### config.mk
export PLATFORM = sky130hd
export DESIGN_NAME = mem_copy_engine
export DESIGN_NICKNAME = d
export VERILOG_FILES = /design/src/rtl/mem_pkg.sv /design/src/rtl/mem_copy_engine.sv
export SDC_FILE = /design/constraint.sdc
export NUM_CORES = 1
export LEC_CHECK = 0
export ABC_AREA = 1
export ABC_CLOCK_PERIOD_IN_PS = 5800
export CAP_MARGIN = 10
export CORE_ASPECT_RATIO = 1.5
export CORE_MARGIN = 2
export CORE_UTILIZATION = 50
export CTS_BUF_LIST = sky130_fd_sc_hd__clkbuf_4 sky130_fd_sc_hd__clkbuf_8
export DETAILED_ROUTE_END_ITERATION = 8
export GPL_ROUTABILITY_DRIVEN = 0
export MAX_ROUTING_LAYER = met4
export PLACE_DENSITY = 0.83
export SYNTH_ARGS = -nofsm -noshare
export SYNTH_HDL_FRONTEND = slang
export SYNTH_SLANG_ARGS = --single-unit
### constraint.sdc
create_clock -name clk -period 5.8 [get_ports clk]
set_input_delay 1.74 -clock clk [delete_from_list [all_inputs] [get_ports clk]]
set_output_delay 1.74 -clock clk [all_outputs]
set_load 0.005 [all_outputs]
### src/rtl/mem_pkg.sv
// ============================================================================
// Module  : mem_pkg
// Brief   : Shared constants and types for data-memory port initiators.
// Revision: 1.0 - initial release
// ============================================================================
`default_nettype none

package mem_pkg;

    localparam int c_mem_dw = 8;
    localparam int c_mem_aw = 8;

    localparam logic [1:0] c_st_idle  = 2'd0;
    localparam logic [1:0] c_st_read  = 2'd1;
    localparam logic [1:0] c_st_write = 2'd2;
    localparam logic [1:0] c_st_done  = 2'd3;

    typedef enum logic [1:0] {
        IDLE  = c_st_idle,
        READ  = c_st_read,
        WRITE = c_st_write,
        DONE  = c_st_done
    } state_t;

    // One memory-port request as seen by the external port mux.
    typedef struct packed {
        logic                rd;
        logic                wr;
        logic [c_mem_aw-1:0] addr;
        logic [c_mem_dw-1:0] wdata;
    } mem_req_t;

endpackage

`default_nettype wire

### src/rtl/mem_copy_engine.sv
// ============================================================================
// Module  : mem_copy_engine
// Brief   : Byte-wise SRC->DST block copier on the data-memory port with a
//           running mod-2^DW checksum of the copied bytes.
// Revision: 1.0 - initial release
// ============================================================================
`default_nettype none

module mem_copy_engine
    import mem_pkg::*;
#(
    parameter int DW = c_mem_dw,
    parameter int AW = c_mem_aw
) (
    input  logic          clk,
    input  logic          rst,
    input  logic          start,
    input  logic [AW-1:0] src,
    input  logic [AW-1:0] dst,
    input  logic [AW-1:0] len,
    output logic          busy,
    output logic          done,
    output logic [DW-1:0] checksum,
    output logic          MemRead,
    output logic          MemWrite,
    output logic [AW-1:0] Address,
    output logic [DW-1:0] WriteData,
    input  logic [DW-1:0] ReadData
);

    localparam logic [AW-1:0] c_one = 1;

    state_t        r_state;
    logic [AW-1:0] r_src;
    logic [AW-1:0] r_dst;
    logic [AW-1:0] r_len;
    logic [AW-1:0] r_idx;
    logic [DW-1:0] r_buf;
    logic [DW-1:0] r_checksum;
    logic [AW-1:0] w_idx_inc;

    assign w_idx_inc = r_idx + c_one;

    always_ff @(posedge clk or posedge rst) begin
        if (rst) begin
            r_state    <= IDLE;
            r_src      <= '0;
            r_dst      <= '0;
            r_len      <= '0;
            r_idx      <= '0;
            r_buf      <= '0;
            r_checksum <= '0;
        end else begin
            case (r_state)
                IDLE: begin
                    if (start) begin
                        r_src      <= src;
                        r_dst      <= dst;
                        r_len      <= len;
                        r_idx      <= '0;
                        r_checksum <= '0;
                        r_state    <= (len != '0) ? READ : DONE;
                    end
                end
                READ: begin
                    r_buf      <= ReadData;
                    r_checksum <= r_checksum + ReadData;
                    r_state    <= WRITE;
                end
                WRITE: begin
                    r_idx   <= w_idx_inc;
                    r_state <= (w_idx_inc == r_len) ? DONE : READ;
                end
                DONE: begin
                    r_state <= IDLE;
                end
                default: begin
                    r_state <= IDLE;
                end
            endcase
        end
    end

    // Port outputs decode registered state only, so an async reset clears
    // them immediately and they are settled well before every edge.
    always_comb begin
        MemRead   = 1'b0;
        MemWrite  = 1'b0;
        Address   = '0;
        WriteData = '0;
        case (r_state)
            READ: begin
                MemRead = 1'b1;
                Address = r_src + r_idx;
            end
            WRITE: begin
                MemWrite  = 1'b1;
                Address   = r_dst + r_idx;
                WriteData = r_buf;
            end
            default: begin
            end
        endcase
    end

    assign busy     = (r_state != IDLE);
    assign done     = (r_state == DONE);
    assign checksum = r_checksum;

endmodule

`default_nettype wire

==> run_results.csv <==
group,metric,value,unit
status,status,"finished clean",
floorplan,design.core.area,5830,um2
yosys,synthAdderAreaFrac,0.0916,
clock_tree,max-clock-path-buffers,2,
global_route,grt_max_degree,51,
detailed_routing,firstDrtPassIters,4,
global_route,grt_pass1_vias,2930,
yosys,synth_ff_type,"dfrtp_1",
yosys,ys_types,30,
final_layout,design_area,3800,um2
timing,hold_ws,0.480,ns
global_route,grt_pass1_wl,12900,um
yosys,ys_warn_count,0,
worst_setup_path,crit_family,"adder cells",
detailed_routing,drtAntennaViolNets,0,
floorplan,initial_core_util,0.520,
yosys,synth-xor-area-share,0.0116,
clock_tree,hold_buffers,0,
pwr,total_power,1.74,mW
clock_tree,clock_sinks,50,
clock_tree,cts_tree,"built",
place,placed_area,3720,um2
detailed_routing,routedWlPerCell,13.9,um
pwr,p_leak,1.95,nW
place,hpwlAfterDp,5880,um
place,pre_cts_slack,1.23,ns
yosys,synth_top_family_by_area,"simple AND/OR/NAND/NOR gates",
clock_tree,cts_buffers,5,
floorplan,rows,34,
floorplan,die_w,67.6,um
timing,skew,0.0107,ns
timing,setup_viol_count_final,0,
yosys,synth-compound-area-share,0.113,
timing,worst_pin_slew,1.04,ns
final_layout,antennaDiodeCount,0,
yosys,synth_seq_cells,50,
yosys,synth-edff-count,0,
final_layout,finalNetCount,531,
floorplan,die_y,99.4,um
place,io_buffer_count,62,
worst_setup_path,end_kind,"output port",
hold_path,min_path_type,"reg -> reg",
final_layout,fillCellCount,524,
yosys,synth_area_leader_cell,"dfrtp_1",
worst_setup_path,cp.arrival,3.16,ns
worst_setup_path,path_cells,"inv_1, ha_1, nand2_1, o21ai_0, ha_1, inv_1, fa_1, inv_1, nand3_1, nand2_1, nand2_1, nand2_1, a21oi_1, a21oi_1, clkdlybuf4s50_1",
floorplan,pin_count,63,
final_layout,drive_gt1_frac,0.0400,
timing,fin_ws,0.903,ns
timing,period_share,0.844,
worst_setup_path,cp.required,4.06,ns
yosys,synth_area_leaders,"dfrtp_1, nand2_1, ha_1",
clock_tree,cts_resized,0,
pwr,vdd_drop_max,0.251,mV
clock_tree,clock-root-buffer,"clkbuf_8",
job,maxCapViolCount,0,
timing,hold_viol,0,
worst_setup_path,crit_top_cell,"nand2_1",
worst_setup_path,critPathMaxStageDelay,0.51,ns
yosys,yosysMostFrequentCell,"nand2_1",
clock_tree,insertion_delay,0.30,ns
yosys,syn-num-nets,469,
floorplan,dieArea,6720,um2
detailed_routing,vias,2898,
worst_setup_path,critical_path_class,"reg -> out",
yosys,seq_area_frac_synth,0.413,
global_route,grt_overflow,0,
worst_setup_path,critPathBufInv,4,
clock_tree,post-cts-setup-buffers,0,
global_route,antenna_found_initial,0,
yosys,async_reset_ff_frac,1.00,
timing,tns,0,ns
yosys,synth_common_cells,"nand2_1, inv_1, dfrtp_1",
clock_tree,clkTransAtPathRegs,0.08,ns
yosys,synth_top_area_frac,0.413,
detailed_routing,drc,0,
detailed_routing,drt_wl_total,7620,um
final_layout,area_delta_synth_final,25.4,%
timing,rsz0062_at_grt,"false",
pwr,p_per_area,458,nW/um2
worst_setup_path,ff2ff_setup_slack,3.71,ns
yosys,avgSynthCellArea,7.34,um2
detailed_routing,avgViaCountPerCell,5.30,
yosys,synthCells,413,
detailed_routing,drt_iter0_markers,161,
yosys,syn_area,3030,um2
timing,slew_viol_final,0,
worst_setup_path,cpMaxStageDelayCell,"clkdlybuf4s50_1",
clock_tree,cts_htree_levels,2,
worst_setup_path,critPathMaxFanout,15,
timing,slew_headroom,0.306,
global_route,gr-usage-all-layers,0.254,
timing,min_period,4.90,ns
timing,fmax,204,MHz
worst_setup_path,worstSetupStartpointType,"flip-flop",
yosys,muxShareOfSynthArea,0,
yosys,synthSimpleGateAreaFrac,0.285,
-- placed cells by master (no fill, tap or decap), types with 3 or more instances in the layout --
master,synthesis,final
inv_1,56,55
nor2_1,19,19
inv_2,2,3
ha_1,19,19
a21oi_1,14,14
nand2_1,149,149
xor2_1,4,4
nand3_1,25,25
nand4_1,5,5
o21ai_0,34,34
clkbuf_8,0,5
o22ai_1,6,6
dfrtp_1,50,50
a22o_1,3,3
clkdlybuf4s50_1,0,62
-- layout make-up --
type,count,area [um2],share of cell area
multi-input cells,295,1520,0.400
flip-flops and latches,50,1250,0.329
repair buffers,64,636,0.167
inverters,59,221,0.0582
well taps,72,90.1,0.0237
clock buffers,7,83.8,0.0220
-- kinds of logic after synthesis --
group           after synthesis
simple gates                208
compound gates               62
fa+ha+maj                    21
buf+inv                      68
xor+xnor                      4
flops                        50
-- per-stage QoR --
step                      instances   util
after CTS                       547  0.652
after global placement          540  0.638
after detailed placement        540  0.638
after floorplan                 413      -
after global routing            547  0.652
final                           547  0.652
-- sequential cells by signal, summed over array words and instances (netlist names) --
register and flops:
checksum 8, r_dst 8, r_src 8, r_buf 8
r_state 2, r_idx 8, r_len 8
-- power by group --
part	leakage [nW]	internal, mW	total, mW	switching, mW
registers	0.633	0.495	0.597	0.102
logic	1.27	0.419	0.940	0.521
clock network	0.0452	0.0928	0.204	0.111
total	1.95	1.01	1.74	0.734
-- path summary, 6_finish.rpt --
| path | start | endpoint | cells past startpoint |
|---|---|---|---|
| setup / recovery | r_state[0]$_DFFE_PP0P_ | Address[6] | 15 |
| hold / removal | r_buf[2]$_DFFE_PP0P_ | r_buf[2]$_DFFE_PP0P_ | 2 |
| setup reg to reg | r_state[0]$_DFFE_PP0P_ | r_state[1]$_DFFE_PP0P_ | 11 |
| hold reg to reg | r_buf[2]$_DFFE_PP0P_ | r_buf[2]$_DFFE_PP0P_ | 2 |
| max in group asynchronous | rst | checksum[0]$_DFFE_PP0P_ | 2 |
| min in group asynchronous | rst | checksum[6]$_DFFE_PP0P_ | 2 |
-- tightest hold or removal path, cell delays in order, from the launching register on --
cell,delay (ns)
dfrtp_1,0.35
nand2_1,0.05
nand2_1,0.04
-- per-layer routing --
layer	part of all wire	wire length [um]	vias to the layer above	track usage
met1	0.39	3000	1343	0.309
met2	0.54	4090	101	0.428
met5	0	0	-	-
met4	0.017	133	0	0.0816
li1	-	-	1440	-
met3	0.052	395	14	0.0328
Note: power is estimated with default switching activity, not from simulation.
